## src/rtl/tboom_freelist_nway.sv

```systemverilog
// N-wide physical register free list for rename, with head checkpoints for branch recovery.
// Defining TBOOM_FL_WATERMARK_EN adds parameter LOW_WATERMARK and a registered almost_empty output.
module tboom_freelist_nway #(
    parameter int PHYS_ADDR_WIDTH  = 6,
    parameter int NUM_ARCH_REGS    = 32,
    parameter int NUM_PHYS_REGS    = 64,
    parameter int ALLOC_WIDTH      = 2,
    parameter int FREE_WIDTH       = 2,
    parameter int CHECKPOINT_DEPTH = 8
`ifdef TBOOM_FL_WATERMARK_EN
    ,
    parameter int LOW_WATERMARK    = ALLOC_WIDTH
`endif
) (
    input  logic                                      clk,
    input  logic                                      rst_n,
    input  logic [ALLOC_WIDTH-1:0]                    alloc_req,
    output logic [ALLOC_WIDTH*PHYS_ADDR_WIDTH-1:0]    alloc_pdst,
    output logic                                      alloc_stall,
    input  logic [FREE_WIDTH-1:0]                     free_valid,
    input  logic [FREE_WIDTH*PHYS_ADDR_WIDTH-1:0]     free_pdst,
    input  logic                                      checkpoint,
    input  logic                                      restore,
    input  logic [$clog2(CHECKPOINT_DEPTH)-1:0]       checkpoint_restore_pos,
    output logic [$clog2(NUM_PHYS_REGS-NUM_ARCH_REGS):0] free_count,
    output logic                                      err
`ifdef TBOOM_FL_WATERMARK_EN
    ,
    output logic                                      almost_empty
`endif
);

    localparam int DEPTH = NUM_PHYS_REGS - NUM_ARCH_REGS;
    localparam int IDX_W = $clog2(DEPTH);
    localparam int PTR_W = IDX_W + 1;

    logic [PHYS_ADDR_WIDTH-1:0] buffer [DEPTH];
    logic [PTR_W-1:0]           head;
    logic [PTR_W-1:0]           tail;
    logic [PTR_W-1:0]           ckpt_head [CHECKPOINT_DEPTH];
    logic [CHECKPOINT_DEPTH-1:0] ckpt_valid;

    logic [PTR_W-1:0]           alloc_n;
    logic                       alloc_block;
    logic [IDX_W-1:0]           wr_idx [FREE_WIDTH];
    logic [FREE_WIDTH-1:0]      wr_en;
    logic                       free_drop;
    logic [PTR_W-1:0]           tail_next;
    logic [PTR_W-1:0]           head_sel;
    logic [PTR_W-1:0]           head_next;
    logic [PTR_W-1:0]           raw_count;
    logic [PTR_W-1:0]           count_next;
    logic                       saturate;
    logic                       restore_hit;
    logic                       restore_miss;

    always_comb begin
        alloc_n = '0;
        for (int k = 0; k < ALLOC_WIDTH; k++) begin
            alloc_n = alloc_n + PTR_W'(alloc_req[k]);
        end
    end

    // Stall is judged on the registered count only; a restore cycle never allocates.
    assign alloc_block = restore || (alloc_n > free_count);
    assign alloc_stall = rst_n && alloc_block;

    always_comb begin
        logic [PTR_W-1:0] offset;
        offset     = '0;
        alloc_pdst = '0;
        for (int k = 0; k < ALLOC_WIDTH; k++) begin
            if (alloc_req[k]) begin
                if (rst_n && !alloc_block) begin
                    alloc_pdst[k*PHYS_ADDR_WIDTH +: PHYS_ADDR_WIDTH] = buffer[IDX_W'(head + offset)];
                end
                offset = offset + PTR_W'(1);
            end
        end
    end

    // Free capacity is measured against the pre-allocation count so a write never lands on a live entry.
    always_comb begin
        logic [PTR_W-1:0] accepted;
        accepted  = '0;
        free_drop = 1'b0;
        wr_en     = '0;
        for (int k = 0; k < FREE_WIDTH; k++) begin
            wr_idx[k] = IDX_W'(tail + accepted);
            if (free_valid[k] && (free_pdst[k*PHYS_ADDR_WIDTH +: PHYS_ADDR_WIDTH] != '0)) begin
                if ((free_count + accepted) < PTR_W'(DEPTH)) begin
                    wr_en[k] = 1'b1;
                    accepted = accepted + PTR_W'(1);
                end else begin
                    free_drop = 1'b1;
                end
            end
        end
        tail_next = tail + accepted;
    end

    assign restore_hit  = restore && ckpt_valid[checkpoint_restore_pos];
    assign restore_miss = restore && !ckpt_valid[checkpoint_restore_pos];

    // An over-full restore pulls head up so that tail - head stays equal to the saturated count.
    always_comb begin
        if (restore_hit) begin
            head_sel = ckpt_head[checkpoint_restore_pos];
        end else if (!alloc_block) begin
            head_sel = head + alloc_n;
        end else begin
            head_sel = head;
        end
        raw_count  = tail_next - head_sel;
        saturate   = raw_count > PTR_W'(DEPTH);
        head_next  = saturate ? (tail_next - PTR_W'(DEPTH)) : head_sel;
        count_next = saturate ? PTR_W'(DEPTH) : raw_count;
    end

    always_ff @(posedge clk or negedge rst_n) begin
        if (!rst_n) begin
            for (int i = 0; i < DEPTH; i++) begin
                buffer[i] <= PHYS_ADDR_WIDTH'(NUM_ARCH_REGS + i);
            end
            for (int c = 0; c < CHECKPOINT_DEPTH; c++) begin
                ckpt_head[c] <= '0;
            end
            head       <= '0;
            tail       <= PTR_W'(DEPTH);
            free_count <= PTR_W'(DEPTH);
            ckpt_valid <= '0;
            err        <= 1'b0;
        end else begin
            for (int k = 0; k < FREE_WIDTH; k++) begin
                if (wr_en[k]) begin
                    buffer[wr_idx[k]] <= free_pdst[k*PHYS_ADDR_WIDTH +: PHYS_ADDR_WIDTH];
                end
            end
            head       <= head_next;
            tail       <= tail_next;
            free_count <= count_next;
            if (restore_hit) begin
                ckpt_valid[checkpoint_restore_pos] <= 1'b0;
            end else if (checkpoint && !restore) begin
                ckpt_head[checkpoint_restore_pos]  <= head;
                ckpt_valid[checkpoint_restore_pos] <= 1'b1;
            end
            if (free_drop || restore_miss || saturate) begin
                err <= 1'b1;
            end
        end
    end

`ifdef TBOOM_FL_WATERMARK_EN
    always_ff @(posedge clk or negedge rst_n) begin
        if (!rst_n) begin
            almost_empty <= 1'b0;
        end else begin
            almost_empty <= count_next < PTR_W'(LOW_WATERMARK);
        end
    end
`endif

endmodule

```

## config.mk

```make
export PLATFORM = sky130hd
export DESIGN_NAME = tboom_freelist_nway
export DESIGN_NICKNAME = d
export VERILOG_FILES = /design/src/rtl/tboom_freelist_nway.sv
export SDC_FILE = /design/constraint.sdc
export NUM_CORES = 1
export LEC_CHECK = 0
export CORE_MARGIN = 4
export CORE_UTILIZATION = 50
export CTS_BUF_LIST = sky130_fd_sc_hd__clkbuf_8
export CTS_CLUSTER_SIZE = 16
export DETAILED_ROUTE_END_ITERATION = 8
export GPL_TIMING_DRIVEN = 1
export PLACE_DENSITY = 0.63
export REMOVE_ABC_BUFFERS = 1
export SKIP_CTS_REPAIR_TIMING = 1
export SYNTH_ARGS = -nofsm -noshare
export SYNTH_HDL_FRONTEND = slang
export SYNTH_SLANG_ARGS = --single-unit
```

## constraint.sdc

```tcl
create_clock -name clk -period 13.7 [get_ports clk]
set_input_delay 4.11 -clock clk [delete_from_list [all_inputs] [get_ports clk]]
set_output_delay 4.11 -clock clk [all_outputs]
set_load 0.02 [all_outputs]
```

* Word level (Yosys, flattened, before mapping)
Cells that the tools add are included.
** Word-level totals
- Flip-flop bits (word level) :: 267
- Input bits :: 23
- Output and inout port bits :: 20
- Word-level logic and storage cells :: 145
** Cells by class
- $add $sub $neg :: 9
- Order comparisons :: 14
- Muxes and demuxes :: 47
- Bitwise gates (word level) :: 9
- Reductions and logical operators :: 21
** Operators with widths (count)
- 192-bit bitwise mux :: 2
- 192-bit two-way mux :: 2
- 6-bit two-way mux :: 19
- 6-bit binary-select mux with 5-bit select :: 2
- 6-bit demux with 5-bit select :: 2
- 48-bit bitwise mux :: 1
- 6-bit greater-or-equal comparator, second input constant :: 4
- 5-bit NOT with 6-bit output :: 4
- 6-bit binary-select mux with 3-bit select :: 1
- 6-bit demux with 3-bit select :: 1
- 8-bit two-way mux :: 2
- 1-bit two-way mux :: 13
- 6-bit adder :: 2
- 6-bit by 1-bit less-than comparator with 1-bit output, second input constant :: 2
- 6-bit less-than comparator, second input constant :: 2
- 6-bit nonzero test :: 2
- 1-bit logical AND :: 11
- 5-bit adder :: 2
- 8-bit bitwise AND :: 1
- 8-bit NOT :: 1
- 8-bit OR :: 1
- 6-bit by 1-bit adder with 6-bit output, second input constant :: 1
- 6-bit by 2-bit adder with 6-bit output :: 1
- 2-bit by 6-bit > comparator with 1-bit output :: 1
- other kinds (16) :: 20

* Depth between registers and ports, before layout
- Depth in word-level cells :: 11
- Depth in mapped cells :: 21
- Depth with buffers taken out :: 19

* Worst setup path after synthesis
No wires, ideal clock.
- Path kind :: input port to output port
- Start point :: input alloc_req[0]
- End point :: output alloc_pdst[6]
- Arrival :: 6.714 ns
- Data required time :: 9.590 ns
- Slack :: 2.876 ns
- Cell stages on the path :: 7
- Buffers on the path :: 2
- Path through :: ha_1 > buf_1 > buf_1 > mux4_2 > mux4_2 > mux2i_1 > nor2_1
** Between the ends
- Cells in the longest elaborated chain, start to end :: 8
- Elaborated cells on any way between the ends :: 13
- Those cells by class :: add/sub (2); order compare (1); mux (6); bitwise (1); reduce/logical (3)
** RTL lines
- start: declaration :: line 17 : input logic [ALLOC_WIDTH-1:0] alloc_req,
- 1-bit two-way mux :: line 73 : if (alloc_req[k]) begin
- 5-bit adder :: line 75 : alloc_pdst[k*PHYS_ADDR_WIDTH +: PHYS_ADDR_WIDTH] = buffer[IDX_W'(head + offset)];
- 5-bit NOT with 6-bit output (implied by the code) :: line 75
- 6-bit binary-select mux with 5-bit select :: line 75
- 6-bit two-way mux (implied by the code) (2 in a row) :: line 75
- 6-bit two-way mux * :: line 74 : if (rst_n && !alloc_block) begin
- 6-bit two-way mux * :: line 73
- end: declaration :: line 18 : output logic [ALLOC_WIDTH*PHYS_ADDR_WIDTH-1:0] alloc_pdst,
Mark *: on every way between the ends. The rest lies on a longest branch, timed or not. The select of a mux whose other input is x is not followed.

* Final worst setup path
- Start point :: input alloc_req[0]
- End point :: output alloc_pdst[7]
The elaborated chain is that of the path after synthesis.

==> flow_summary.toml <==
[synth]
synthArstFlopShare_pct = 100
synthCells = 1527
syn_area_um2 = 16700
synth.distinct_cells = 65
synthTopCellsByArea = "dfrtp_1 23%, dfstp_2 18%, mux4_2 17%, mux2i_1 13%, nor2_1 4.6%"
ys_warn_count = 0
synth-edff-count = 0
synth_top_area_share_pct = 22.9
ys_ff_latch = 267
syn_avg_cell_area_um2 = 11.0
synth_flop_cell = "dfrtp_1"
yosysSeqAreaShare_pct = 40.8
yosysTopAreaCell = "dfrtp_1"

[grt]
first_global_vias = 12200
antenna_found_initial = 1
grt_first_pass_wirelength_um = 77200
grt_overflow = 0
grt.total_usage_pct = 27.9
grt_max_degree = 80

[run]
maxCapViolCount = 0

[floorplan]
die_h_um = 191
dieArea_um2 = 36400
rows = 66
dieWidth_um = 191
fp.coreArea_um2 = 32800
start_util_pct = 51.0
io_pins = 43

[clock_tree]
clk_pin_slew_ns = 0.06
clock_path_buffers = 3
cts_made_buffers = 47
cts.sinks = 267
clk_latency_ns = 0.57
cts_max_level = 2
root_buffer = "clkbuf_8"
tritoncts = "yes"

[place]
place_hpwl_um = 34300
dp_slack_ns = 1.80
portBuffers = 42
dpl_cell_area_um2 = 17400
dp.cells = 1898
gp_congestion = 0.978

[sta]
hold_slack_ns = 0.474
fin_crit_ns = 11.98
rsz0062_at_grt = "false"
drv_slew = 0
tns_ns = 0
fin_crit_sh_pct = 87.4
hold_violations = 0
fin_skew_ns = 0.0262
tightest_slew_ns = 1.24
max_freq_mhz = 83.5
worst_slack_ns = 1.72
slew_headroom_pct = 16.8
setup_violations = 0

[critical_path]
path_delay_family = "buffers and inverters"
cp-start-kind = "input pin"
cpPeakStageDelay_ns = 0.78
arrival_ns = 7.87
critical_path_required_ns = 9.59
path_class = "in2out"
cp_slowest_cell = "ha_2"
r2r_cells = 17
worstPathMaxFanout = 28
crit_cells = 9
path_cells = "clkdlybuf4s50_1 > ha_4 > ha_2 > buf_4 > mux4_2 > mux4_2 > mux2i_1 > nor2_1 > clkdlybuf4s50_1"
worst-path-buf-inv = 3
cp-end-kind = "output pin"

[final_layout]
fin_nets = 1548
regArea_um2 = 6830
drive_gt1_share_pct = 25.9
final_cells = 1984
design_area_um2 = 18300
most-common-layout-cells = "223 x mux2i_1, 203 x nor2_1, 151 x dfrtp_1"
fill_cells = 2828
areaGrowthSynthToFinish_pct = 9.52
final_common_cell = "mux2i_1"
multiInputGateArea_um2 = 9330
antenna_cells = 0

[route]
via_count = 12500
wire_per_inst_um = 25.4
routed.top_layer = "met5"
ant_nets = 0
route.detailed.drc = 0
drt_first_iter_violations = 1361
wirelength_um = 50400
viasPerCell = 6.29
first_pass_iters = 5
wl_met3_um = 5380
wl_met1_um = 21200
met2_wirelength_um = 22200

[min_path]
hold_path_class = "reg2reg"
whs_path_depth = 1

[pwr]
p_leak_nw = 7.62
ir_worst_vdd_mv = 0.133
power_per_cell_area_nw_per_um2 = 263

[outcome]
status = "completed"
==> cells in the mapped netlist, types with 16 or more instances <==
cell / instances
nand3_1: 17
mux2_2: 54
dfstp_2: 114
buf_1: 24
o21ai_0: 63
ha_1: 17
nor2_1: 203
mux4_2: 123
inv_1: 16
dfrtp_1: 153
clkbuf_1: 103
mux2i_1: 223
nand2_1: 118
a21oi_1: 147
==> metrics by stage <==
| step | power [W] | util (%) |
|---|---|---|
| 6_report | 0.00482 | 55.9 |
| 5_1_grt | 0.00508 | 55.9 |
| 4_1_cts | 0.00479 | 55.9 |
| 3_5_place_dp | 0.00404 | 53.0 |
| 3_3_place_gp | 0.00399 | 53.0 |
| 2_1_floorplan | 0.00329 | - |
==> state kept, by name (all words and copies together) (netlist names), named ones only <==
signal	count
head	6
buffer	192
err	1
free_count	6
tail	6
ckpt_head	48
==> cell type report <==
type | instances | area share (%)
inverter | 16 | 0.328
clock buffer | 56 | 4.21
clock inverter | 30 | 0.881
sequential | 267 | 37.3
timing repair buffer | 67 | 3.35
multi-input combinational | 1106 | 50.9
tap | 442 | 3.02
==> per-layer routing <==
metal | vias up | global-route usage (%)
met5 | - | 0
met4 | 2 | 8.51
met3 | 114 | 7.63
met2 | 659 | 41.9
met1 | 6203 | 39.9
li1 | 5500 | -
==> where the power goes <==
part	switching (W)	leakage (nW)	internal (W)
registers	0.000457	3.05	0.00128
logic	0.00113	4.01	0.00122
clock network	0.000345	0.563	0.000391
total	0.00193	7.62	0.00289
==> kinds of logic (layout without fill, tap and decap cells) <==
logic type | Yosys count | count (layout) | share of synthesized area (%)
AOI/OAI and AO/OA | 257 | 257 | 8.70
DFF | 267 | 267 | 40.8
muxes | 401 | 401 | 33.6
buffers and inverters | 154 | 169 | 3.63
and+or+nand+nor | 411 | 411 | 10.7
xor gates and xnor gates | 17 | 17 | 0.980
adders and majority gates | 20 | 20 | 1.63
==> final timing paths <==
kind	startpoint	endpoint	slack (ns)
worst min register to register	err$_DFFE_PN0P_	err$_DFFE_PN0P_	0.47
worst max register to register	free_count[2]$_DFF_PN0_	head[0]$_DFF_PN0_	8.73
min in group asynchronous	rst_n	free_count[2]$_DFF_PN0_	3.53
worst min-delay path	err$_DFFE_PN0P_	err$_DFFE_PN0P_	0.47
worst max-delay path	alloc_req[0]	alloc_pdst[7]	1.72
max in group asynchronous	rst_n	buffer[54]$_DFF_PN0_	8.71
(Power assumes the default switching activity.)
